`src/rtl/sram_port_arbiter_if.sv`:
```
// Bundle of requester handshakes, read return and SRAM macro pins for the
// SRAM port arbiter. The slave side is the arbiter; the master side is the
// surrounding logic (loader, PE array, SRAM macros).
interface sram_port_arbiter_if #(
  parameter int ADDR_W = 10,
  parameter int DATA_W = 256
);
  logic              i_load_start;
  logic              i_ld_req;
  logic              i_ld_last;
  logic [ADDR_W-1:0] i_ld_addr;
  logic [DATA_W-1:0] i_ld_data;
  logic              o_ld_gnt;
  logic              i_wr_req;
  logic [ADDR_W-1:0] i_wr_addr;
  logic [DATA_W-1:0] i_wr_data;
  logic              o_wr_gnt;
  logic              i_rd_req;
  logic [ADDR_W-1:0] i_rd_addr;
  logic              o_rd_gnt;
  logic [DATA_W-1:0] o_rd_data;
  logic              o_rd_valid;
  logic              o_busy;
  logic              o_CEN;
  logic              o_WEN;
  logic [ADDR_W-1:0] o_A;
  logic [DATA_W-1:0] o_D;
  logic [DATA_W-1:0] i_Q;

  modport master (
    output i_load_start, i_ld_req, i_ld_last, i_ld_addr, i_ld_data,
    output i_wr_req, i_wr_addr, i_wr_data, i_rd_req, i_rd_addr, i_Q,
    input  o_ld_gnt, o_wr_gnt, o_rd_gnt, o_rd_data, o_rd_valid, o_busy,
    input  o_CEN, o_WEN, o_A, o_D
  );

  modport slave (
    input  i_load_start, i_ld_req, i_ld_last, i_ld_addr, i_ld_data,
    input  i_wr_req, i_wr_addr, i_wr_data, i_rd_req, i_rd_addr, i_Q,
    output o_ld_gnt, o_wr_gnt, o_rd_gnt, o_rd_data, o_rd_valid, o_busy,
    output o_CEN, o_WEN, o_A, o_D
  );
endinterface

```
`src/rtl/sram_port_arbiter.sv`:
```
// Single-port SRAM arbiter for the T loader, PE write-back and PE read-fetch.
// RUN mode arbitrates PE traffic (write first, read forced after STARVE_MAX
// lost cycles); DRAIN waits for in-flight reads to return; LOAD admits only
// the loader until its last word. SRAM pins are registered, reads return
// RD_LAT cycles after the registered CEN with a valid pulse.
module sram_port_arbiter #(
  parameter int ADDR_W     = 10,
  parameter int DATA_W     = 256,
  parameter int RD_LAT     = 2,
  parameter int STARVE_MAX = 4
) (
  input logic                clk,
  input logic                rst_n,
  sram_port_arbiter_if.slave bus
);
  localparam int CNT_W = $clog2(STARVE_MAX + 1);

  typedef enum logic [1:0] {RUN, DRAIN, LOAD} state_t;

  state_t            state;
  logic              busy;
  logic              ld_gnt, wr_gnt, rd_gnt, any_gnt;
  logic              starve_hit, pipe_empty;
  logic [CNT_W-1:0]  starve_cnt;

  logic              cen_p0, wen_p0;
  logic [ADDR_W-1:0] addr_p0;
  logic [DATA_W-1:0] data_p0;

  logic [RD_LAT-1:0] vld_p;
  logic              rd_vld_p1;
  logic [DATA_W-1:0] rd_data_p1;

  assign starve_hit = (starve_cnt == CNT_W'(STARVE_MAX));
  // The output valid register counts as part of the read pipe so a read
  // still being presented keeps the mode change waiting one more cycle.
  assign pipe_empty = ~(|vld_p) & ~rd_vld_p1;
  assign any_gnt    = ld_gnt | wr_gnt | rd_gnt;

  // Grant decode: at most one grant, none in the cycle that requests LOAD.
  always_comb begin
    ld_gnt = 1'b0;
    wr_gnt = 1'b0;
    rd_gnt = 1'b0;
    case (state)
      RUN: begin
        if (!bus.i_load_start) begin
          if (bus.i_rd_req && (starve_hit || !bus.i_wr_req)) rd_gnt = 1'b1;
          else if (bus.i_wr_req)                             wr_gnt = 1'b1;
        end
      end
      LOAD:    ld_gnt = bus.i_ld_req;
      default: ;
    endcase
  end

  // Mode FSM with registered busy flag.
  always_ff @(posedge clk or negedge rst_n) begin
    if (!rst_n) begin
      state <= RUN;
      busy  <= 1'b0;
    end else begin
      case (state)
        RUN: if (bus.i_load_start) begin
          state <= DRAIN;
          busy  <= 1'b1;
        end
        DRAIN: if (pipe_empty) state <= LOAD;
        LOAD: if (ld_gnt && bus.i_ld_last) begin
          state <= RUN;
          busy  <= 1'b0;
        end
        default: begin
          state <= RUN;
          busy  <= 1'b0;
        end
      endcase
    end
  end

  // Read starvation counter: only PE arbitration in RUN can starve a read.
  always_ff @(posedge clk or negedge rst_n) begin
    if (!rst_n)                                         starve_cnt <= '0;
    else if (rd_gnt)                                    starve_cnt <= '0;
    else if (state == RUN && bus.i_rd_req && !starve_hit) starve_cnt <= starve_cnt + CNT_W'(1);
  end

  // Stage p0: registered SRAM command; address/data hold when idle.
  always_ff @(posedge clk or negedge rst_n) begin
    if (!rst_n) begin
      cen_p0  <= 1'b1;
      wen_p0  <= 1'b1;
      addr_p0 <= '0;
      data_p0 <= '0;
    end else begin
      cen_p0 <= ~any_gnt;
      wen_p0 <= ~(ld_gnt | wr_gnt);
      if (ld_gnt) begin
        addr_p0 <= bus.i_ld_addr;
        data_p0 <= bus.i_ld_data;
      end else if (wr_gnt) begin
        addr_p0 <= bus.i_wr_addr;
        data_p0 <= bus.i_wr_data;
      end else if (rd_gnt) begin
        addr_p0 <= bus.i_rd_addr;
      end
    end
  end

  // Stage p1: read-valid shift register and captured read data.
  always_ff @(posedge clk or negedge rst_n) begin
    if (!rst_n) begin
      vld_p      <= '0;
      rd_vld_p1  <= 1'b0;
      rd_data_p1 <= '0;
    end else begin
      vld_p[0] <= rd_gnt;
      for (int k = 1; k < RD_LAT; k++) vld_p[k] <= vld_p[k-1];
      rd_vld_p1 <= vld_p[RD_LAT-1];
      if (vld_p[RD_LAT-1]) rd_data_p1 <= bus.i_Q;
    end
  end

  assign bus.o_ld_gnt   = ld_gnt;
  assign bus.o_wr_gnt   = wr_gnt;
  assign bus.o_rd_gnt   = rd_gnt;
  assign bus.o_busy     = busy;
  assign bus.o_CEN      = cen_p0;
  assign bus.o_WEN      = wen_p0;
  assign bus.o_A        = addr_p0;
  assign bus.o_D        = data_p0;
  assign bus.o_rd_valid = rd_vld_p1;
  assign bus.o_rd_data  = rd_data_p1;
endmodule

```
`src/flat_wrapper.sv`:
```
// flat-port wrapper written by rule: the top's interface ports become plain ports
module sram_port_arbiter_flat 
#(
  parameter int ADDR_W     = 10,
  parameter int DATA_W     = 256,
  parameter int RD_LAT     = 2,
  parameter int STARVE_MAX = 4
)
  (clk, rst_n, bus_i_load_start, bus_i_ld_req, bus_i_ld_last, bus_i_ld_addr, bus_i_ld_data, bus_i_wr_req, bus_i_wr_addr, bus_i_wr_data, bus_i_rd_req, bus_i_rd_addr, bus_i_Q, bus_o_ld_gnt, bus_o_wr_gnt, bus_o_rd_gnt, bus_o_rd_data, bus_o_rd_valid, bus_o_busy, bus_o_CEN, bus_o_WEN, bus_o_A, bus_o_D);
  sram_port_arbiter_if #(.ADDR_W(ADDR_W), .DATA_W(DATA_W)) bus_i ();
  input logic clk;
  input logic rst_n;
  input wire logic [$bits(bus_i.i_load_start)-1:0] bus_i_load_start;
  input wire logic [$bits(bus_i.i_ld_req)-1:0] bus_i_ld_req;
  input wire logic [$bits(bus_i.i_ld_last)-1:0] bus_i_ld_last;
  input wire logic [$bits(bus_i.i_ld_addr)-1:0] bus_i_ld_addr;
  input wire logic [$bits(bus_i.i_ld_data)-1:0] bus_i_ld_data;
  input wire logic [$bits(bus_i.i_wr_req)-1:0] bus_i_wr_req;
  input wire logic [$bits(bus_i.i_wr_addr)-1:0] bus_i_wr_addr;
  input wire logic [$bits(bus_i.i_wr_data)-1:0] bus_i_wr_data;
  input wire logic [$bits(bus_i.i_rd_req)-1:0] bus_i_rd_req;
  input wire logic [$bits(bus_i.i_rd_addr)-1:0] bus_i_rd_addr;
  input wire logic [$bits(bus_i.i_Q)-1:0] bus_i_Q;
  output wire logic [$bits(bus_i.o_ld_gnt)-1:0] bus_o_ld_gnt;
  output wire logic [$bits(bus_i.o_wr_gnt)-1:0] bus_o_wr_gnt;
  output wire logic [$bits(bus_i.o_rd_gnt)-1:0] bus_o_rd_gnt;
  output wire logic [$bits(bus_i.o_rd_data)-1:0] bus_o_rd_data;
  output wire logic [$bits(bus_i.o_rd_valid)-1:0] bus_o_rd_valid;
  output wire logic [$bits(bus_i.o_busy)-1:0] bus_o_busy;
  output wire logic [$bits(bus_i.o_CEN)-1:0] bus_o_CEN;
  output wire logic [$bits(bus_i.o_WEN)-1:0] bus_o_WEN;
  output wire logic [$bits(bus_i.o_A)-1:0] bus_o_A;
  output wire logic [$bits(bus_i.o_D)-1:0] bus_o_D;
  assign bus_i.i_load_start = bus_i_load_start;
  assign bus_i.i_ld_req = bus_i_ld_req;
  assign bus_i.i_ld_last = bus_i_ld_last;
  assign bus_i.i_ld_addr = bus_i_ld_addr;
  assign bus_i.i_ld_data = bus_i_ld_data;
  assign bus_i.i_wr_req = bus_i_wr_req;
  assign bus_i.i_wr_addr = bus_i_wr_addr;
  assign bus_i.i_wr_data = bus_i_wr_data;
  assign bus_i.i_rd_req = bus_i_rd_req;
  assign bus_i.i_rd_addr = bus_i_rd_addr;
  assign bus_i.i_Q = bus_i_Q;
  assign bus_o_ld_gnt = bus_i.o_ld_gnt;
  assign bus_o_wr_gnt = bus_i.o_wr_gnt;
  assign bus_o_rd_gnt = bus_i.o_rd_gnt;
  assign bus_o_rd_data = bus_i.o_rd_data;
  assign bus_o_rd_valid = bus_i.o_rd_valid;
  assign bus_o_busy = bus_i.o_busy;
  assign bus_o_CEN = bus_i.o_CEN;
  assign bus_o_WEN = bus_i.o_WEN;
  assign bus_o_A = bus_i.o_A;
  assign bus_o_D = bus_i.o_D;
  sram_port_arbiter #(.ADDR_W(ADDR_W), .DATA_W(DATA_W), .RD_LAT(RD_LAT), .STARVE_MAX(STARVE_MAX)) u_core (.clk(clk), .rst_n(rst_n), .bus(bus_i));
endmodule
```
`config.mk`:
```
export PLATFORM = sky130hd
export DESIGN_NAME = sram_port_arbiter_flat
export DESIGN_NICKNAME = d
export VERILOG_FILES = /design/src/rtl/sram_port_arbiter_if.sv /design/src/rtl/sram_port_arbiter.sv /design/src/flat_wrapper.sv
export SDC_FILE = /design/constraint.sdc
export NUM_CORES = 1
export LEC_CHECK = 0
export ABC_CLOCK_PERIOD_IN_PS = 1400
export CORE_AREA = 2 2 523 525
export CTS_BUF_LIST = sky130_fd_sc_hd__clkbuf_16
export CTS_CLUSTER_SIZE = 16
export DETAILED_ROUTE_END_ITERATION = 10
export DIE_AREA = 0 0 525 527
export GPL_TIMING_DRIVEN = 1
export PLACE_DENSITY_LB_ADDON = 0.25
export RECOVER_POWER = 50
export SLEW_MARGIN = 40
export SYNTH_ARGS = -nofsm -noshare
export SYNTH_HDL_FRONTEND = slang
export SYNTH_SLANG_ARGS = --single-unit
```
`constraint.sdc`:
```
create_clock -name clk -period 1.4 [get_ports clk]
set_input_delay 0.35 -clock clk [delete_from_list [all_inputs] [get_ports clk]]
set_output_delay 0.35 -clock clk [all_outputs]
set_load 0.02 [all_outputs]
```
==> results of run 1 <==
[cells in the mapped netlist, types with 3 or more instances]
library cell	instances	area [um2]
buf_1	21	78.8
buf_2	60	300
buf_4	7	52.6
buf_6	43	484
clkbuf_1	14	52.6
dfrtp_1	531	13300
inv_1	3	11.3
mux2_2	256	2880
mux2i_1	11	110
nand2_1	526	1970
nand3_1	525	2630
nor2_1	5	18.8
o211ai_1	10	75.1
[cell type report]
class	count	area, um2	area share [%]
Multi-Input combinational cell	1353	10600	20.5
Clock inverter	56	333	0.647
Antenna cell	17	42.5	0.0827
Clock buffer	86	2150	4.18
Sequential cell	533	13400	26.1
Tap cell	3589	4490	8.73
Inverter	5	57.6	0.112
Timing Repair Buffer	1627	20400	39.6
[sequential cells by signal, summed over array words and instances (netlist names)]
signal and flops:
u_core.starve_cnt 3, u_core.bus.o_WEN 1, u_core.bus.o_D 256, u_core.state 2, u_core.bus.o_rd_valid 1, u_core.bus.o_busy 1, u_core.vld_p 2, u_core.bus.o_rd_data 256
u_core.bus.o_A 10, u_core.bus.o_CEN 1
[kinds of logic (layout without fill, tap and decap cells)]
family	after synthesis	after routing	synth area share (%)
AO/OA/AOI/OAI	17	17	0.518
XOR/XNOR	1	1	0.0395
adder cells (fa/ha/maj)	2	2	0.113
buffers and inverters	153	1774	4.64
flip-flops	533	533	60.1
multiplexers	267	267	13.5
other	0	17	0
AND/OR/NAND/NOR	1066	1066	21.1
[through the flow]
step	utilization [%]	std cells	cell area, um2	total power (W)
final	18.9	7266	51500	0.121
after global routing	18.9	7251	51400	0.127
after CTS	17.8	7213	48400	0.119
after detailed placement	16.2	6974	43900	0.0935
after global placement	16.2	6974	43900	0.0936
after floorplan	-	2039	22400	0.0476
[power groups by stage]
stage	Sequential, W	Combinational [W]	Clock [W]
detailed placement	0.0314	0.0621	0
CTS	0.0322	0.0659	0.0209
global route	0.0336	0.0722	0.0213
global placement	0.0314	0.0622	0
finish	0.0326	0.0680	0.0200
floorplan	0.0362	0.0114	0
[path summary, 6_finish.rpt]
kind / endpoint / slack (ns) / cells past startpoint / start
max: bus_o_ld_gnt / -0.78 / 5 / u_core.state[0]
min: u_core.bus.o_D[36] / 0.10 / 3 / bus_i_wr_data[36]
max reg2reg: u_core.bus.o_D[11] / -0.73 / 11 / u_core.state[0]
min reg2reg: u_core.vld_p[1] / 0.44 / 0 / u_core.vld_p[0]
max in group asynchronous: u_core.bus.o_rd_data[32] / -0.42 / 4 / rst_n
min in group asynchronous: u_core.bus.o_rd_data[46] / 0.89 / 3 / rst_n
[metal layers]
layer / global-route usage [%] / up-vias
li1: - / 10100
met1: 16.3 / 11500
met2: 22.0 / 1159
met3: 9.82 / 230
met4: 2.67 / 44
met5: 0 / -
[worst register-to-register path, cell delays in order, from the launching register on]
cell	delay, ns
dfrtp_2	0.42
buf_6	0.13
nor3_4	0.21
nand3_4	0.14
buf_6	0.15
buf_6	0.11
buf_16	0.15
buf_12	0.17
buf_16	0.16
buf_8	0.18
nand3_4	0.11
nand3_2	0.07
[timing repair]
item / 4_1_cts / 5_1_grt
setup endpoints to repair: 878 / 954
pin swaps: 75 / 189
setup buffers: 73 / 21
cloned: 17 / 22
hold endpoints to repair: 489 / 0
hold buffers: 7 / 0
resized for setup: 1381 / 480
==> metrics.csv, run 1 <==
stage,metric,value,unit
outcome,status,finished with violations,
outcome,violations,negative setup slack,
cts,cts_buffers,84,
cells_and_area,layout-drive-gt1-share,46.0,%
power_and_ir_drop,seq_power_share,27.0,%
cells_and_area,nNetsFinal,4411,
timing,whs,0.102,ns
placement,gp_congestion,0.859,
timing,tns,-420.30,ns
floorplanning,initial_core_util,8.17,%
route,met1_length,80900,um
critical_path,crit_buf_inv,4,
timing,grt_setup_unrepaired,yes,
min_path,hold_path.class,in -> reg,
critical_path,startpoint_type,flop,
global_route,grt_pass1_vias,24500,
floorplanning,row_count,192,
run,maxCapViolations,0,
global_route,overflow,0,
timing,relSlewSlack,36.1,%
placement,pre_cts_ws,-0.885,ns
cells_and_area,final_cell_mix,"clkdlybuf4s50_1, nand2_1, dfrtp_1, buf_12, nand3_2",
route,wl,207000,um
global_route,grt_max_degree,57,
yosys,synth.distinct_cells,34,
power_and_ir_drop,p_clk_share,16.6,%
critical_path,endpoint_kind,output pin,
critical_path,worst_path_most_repeated_cell,buf_6,
yosys,postSynthAreaPerCell,10.9,um2
route,drc,0,
power_and_ir_drop,power.density,2340,nW/um2
yosys,synth_fp_nets,2846,
timing,max_freq,459,MHz
floorplanning,io_pins,1334,
cts,cts_tree,built,
power_and_ir_drop,pwr-share-comb,56.4,%
global_route,antenna_found_initial,96,
yosys,synthCells,2039,
timing,period_share,156,%
yosys,yosysWarnings,0,
placement,dp_hpwl,171000,um
route,vias,23100,
route,ant_nets,0,
yosys,yosysSeqAreaShare,60.1,%
cts,cts_buffer_depth,4,
floorplanning,core_area,272000,um2
floorplanning,die_x,525,um
cts,cts.sink_count,533,
critical_path,worstSetupPathType,reg -> out,
placement,io_buffers,1333,
cells_and_area,nFillCells,29700,
cts,clk_latency,0.82,ns
global_route,grtUsageTotal,14.3,%
cts,path_clk_slew,0.06,ns
critical_path,required,1.05,ns
timing,fin_ws,-0.781,ns
critical_path,cp_max_fo,2,
power_and_ir_drop,switching_share,42.1,%
critical_path,max_stage_delay,0.42,ns
timing,slew_violations,0,
critical_path,critical_path.top_delay_family,flip-flops,
cts,cts_root_buf,clkbuf_16,
yosys,synthArstFlopShare,100,%
timing,clock_skew,0.0975,ns
route,drt-initial-drc-count,954,
global_route,grt_pass1_wl,258000,um
route,vias_per_cell,3.18,
timing,setup_viol,1269,
yosys,synthFlopType,dfrtp_1,
route,wl_met3,31600,um
critical_path,slowest_stage,dfrtp_2,
critical_path,cp.arrival,1.83,ns
power_and_ir_drop,vdd_ir_drop_max,1.12,mV
critical_path,crit_chain,buf_6 > or2_4 > clkinv_16 > buf_6 > buf_6,
route,drtPass1Iterations,5,
power_and_ir_drop,p_switching,0.0507,W
route,wl_met2,90400,um
route,highest_layer,met5,
timing,tightest_slew,0.958,ns
yosys,synth_edf_count,0,
cells_and_area,final_common_cell,clkdlybuf4s50_1,
floorplanning,die_height,527,um
route,post_drt_wl_per_cell,28.5,um
power_and_ir_drop,power.leakage,21.8,nW
power_and_ir_drop,p_int,0.0699,W
yosys,ys_ff_latch,533,
cts,htree_levels,3,
yosys,synth.cell_area,22200,um2
floorplanning,dieArea,277000,um2
timing,period_minus_slack,2.18,ns
cells_and_area,areaGrowthSynthToFinish,132,%
timing,finalHoldViolCount,0,
Note: power is estimated with default switching activity, not from simulation.
==> inputs of run 2 (changes only) <==
- SLEW_MARGIN: 40 -> not set
==> metrics.csv, run 2 (same netlist as run 1, synthesis figures left out) <==
stage,metric,value,unit,change
critical_path,slowest_stage,dfrtp_1,,was dfrtp_2
critical_path,endpoint_kind,output pin,,unchanged
route,post_drt_wl_per_cell,28.5,um,about the same
route,drtPass1Iterations,5,,unchanged
cells_and_area,final_cell_mix,"clkdlybuf4s50_1, nand2_1, dfrtp_1, buf_12, nand3_2",,unchanged
global_route,grt_pass1_wl,258000,um,unchanged
cells_and_area,nNetsFinal,4411,,unchanged
timing,relSlewSlack,28.6,%,was 36.1%
cts,cts_buffer_depth,4,,unchanged
timing,grt_setup_unrepaired,yes,,unchanged
cts,cts_buffers,84,,unchanged
timing,max_freq,458,MHz,was 459 MHz
placement,io_buffers,1333,,unchanged
critical_path,required,1.05,ns,about the same
power_and_ir_drop,power.leakage,21.8,nW,about the same
cts,cts_root_buf,clkbuf_16,,unchanged
placement,gp_congestion,0.859,,unchanged
cells_and_area,nFillCells,29700,,about the same
cts,cts.sink_count,533,,unchanged
floorplanning,row_count,192,,unchanged
floorplanning,io_pins,1334,,unchanged
route,vias_per_cell,3.18,,about the same
timing,tns,-329.77,ns,was -420.30 ns
critical_path,worstSetupPathType,reg -> out,,unchanged
cells_and_area,final_common_cell,clkdlybuf4s50_1,,unchanged
floorplanning,dieArea,277000,um2,unchanged
route,drc,0,,unchanged
critical_path,crit_chain,inv_2 > ha_4 > nand2_4 > a21oi_2 > and3_4 > buf_6,,was buf_6 > or2_4 > clkinv_16 > buf_6 > buf_6
floorplanning,core_area,272000,um2,unchanged
cts,path_clk_slew,0.06,ns,about the same
critical_path,cp.arrival,1.83,ns,about the same
timing,slew_violations,0,,unchanged
timing,finalHoldViolCount,0,,unchanged
timing,fin_ws,-0.781,ns,about the same
timing,tightest_slew,1.07,ns,was 0.958 ns
timing,clock_skew,0.0982,ns,was 0.0975 ns
power_and_ir_drop,power.density,2350,nW/um2,was 2340 nW/um2
global_route,overflow,0,,unchanged
timing,setup_viol,894,,was 1269
cells_and_area,areaGrowthSynthToFinish,131,%,was 132%
route,wl,207000,um,about the same
outcome,violations,negative setup slack,,unchanged
critical_path,cp_max_fo,3,,was 2
timing,period_minus_slack,2.18,ns,about the same
global_route,antenna_found_initial,96,,unchanged
run,maxCapViolations,0,,unchanged
floorplanning,initial_core_util,8.17,%,unchanged
cts,htree_levels,3,,unchanged
route,drt-initial-drc-count,986,,was 954
cts,clk_latency,0.82,ns,about the same
critical_path,max_stage_delay,0.39,ns,was 0.42 ns
cells_and_area,layout-drive-gt1-share,45.9,%,was 46.0%
global_route,grt_pass1_vias,24500,,unchanged
cts,cts_tree,built,,unchanged
critical_path,crit_buf_inv,2,,was 4
outcome,status,finished with violations,,unchanged
route,vias,23100,,about the same
floorplanning,die_x,525,um,unchanged
floorplanning,die_height,527,um,unchanged
min_path,hold_path.class,in -> reg,,unchanged
cells_and_area,final_util,18.9,%,about the same
timing,whs,0.102,ns,about the same
placement,dp_hpwl,171000,um,unchanged
route,ant_nets,0,,unchanged
timing,period_share,156,%,about the same
power_and_ir_drop,vdd_ir_drop_max,1.12,mV,about the same
critical_path,startpoint_type,flop,,unchanged
global_route,grtUsageTotal,14.3,%,unchanged
critical_path,critical_path.top_delay_family,flip-flops,,unchanged
global_route,grt_max_degree,57,,unchanged
run 2: cell types whose count changed in the layout (fill, tap and decap cells not counted):
cell / before / now
clkbuf_1: 1 / 3
diode_2: 17 / 18
buf_8: 12 / 13
buf_12: 353 / 350
buf_4: 181 / 168
buf_2: 1 / 0
clkbuf_2: 2 / 13
clkbuf_4: 2 / 4
dlygate4sd3_1: 6 / 7
run 2: tightest hold or removal path, cell delays in order:
cell and delay, ns:
clkdlybuf4s50_1 0.40, nand2_1 0.07, nand3_2 0.05
run 2: worst paths after layout:
path | startpoint | to | slack [ns] | depth (start not counted)
worst min register to register | u_core.vld_p[0] | u_core.vld_p[1] | 0.43 | 0
worst min-delay path | bus_i_wr_data[36] | u_core.bus.o_D[36] | 0.10 | 3
min in group asynchronous | rst_n | u_core.bus.o_rd_data[54] | 0.40 | 3
worst max-delay path | u_core.starve_cnt[1] | bus_o_rd_gnt | -0.78 | 6
max in group asynchronous | rst_n | u_core.bus.o_D[203] | -0.37 | 3
worst max register to register | u_core.state[0] | u_core.bus.o_D[11] | -0.73 | 11
run 2: layer usage:
layer / part of all wire, % / GRT usage, %
met3: 15 / 9.82
met5: 0.12 / 0
met1: 39 / 16.3
met4: 2.0 / 2.67
met2: 44 / 22.0
run 2: where the power goes:
part           internal (W)  switching (W)  total [W]
Sequential           0.0233        0.00931     0.0326
Clock                0.0115        0.00845     0.0200
Combinational        0.0350         0.0330     0.0680
run 2: what timing repair did:
item / 4_1_cts / 5_1_grt
gates resized for setup: 1381 / 480
setup endpoints to repair: 878 / 969
setup buffers: 73 / 21
pin swaps: 75 / 189
cloned: 17 / 22
hold buffers: 7 / 0
hold endpoints to repair: 489 / 0
run 2: through the flow:
step           worst slack (ns)  std cells  power [W]  area (um2)
5_1_grt                  -0.898       7251      0.127       51400
3_3_place_gp             -0.891       6974     0.0936       43900
6_report                 -0.781       7267      0.121       51400
3_5_place_dp             -0.885       6974     0.0935       43900
2_1_floorplan          -0.00111       2039     0.0476       22400
4_1_cts                  -0.888       7213      0.119       48400
run 2: layout make-up:
class / instances / area, um2 / area share, %
Timing Repair Buffer: 1627 / 20300 / 39.5
Sequential cell: 533 / 13400 / 26.2
Multi-Input combinational cell: 1353 / 10600 / 20.5
Tap cell: 3589 / 4490 / 8.74
Clock buffer: 86 / 2150 / 4.19
Clock inverter: 56 / 333 / 0.648
Inverter: 5 / 57.6 / 0.112
Antenna cell: 18 / 45.0 / 0.0876
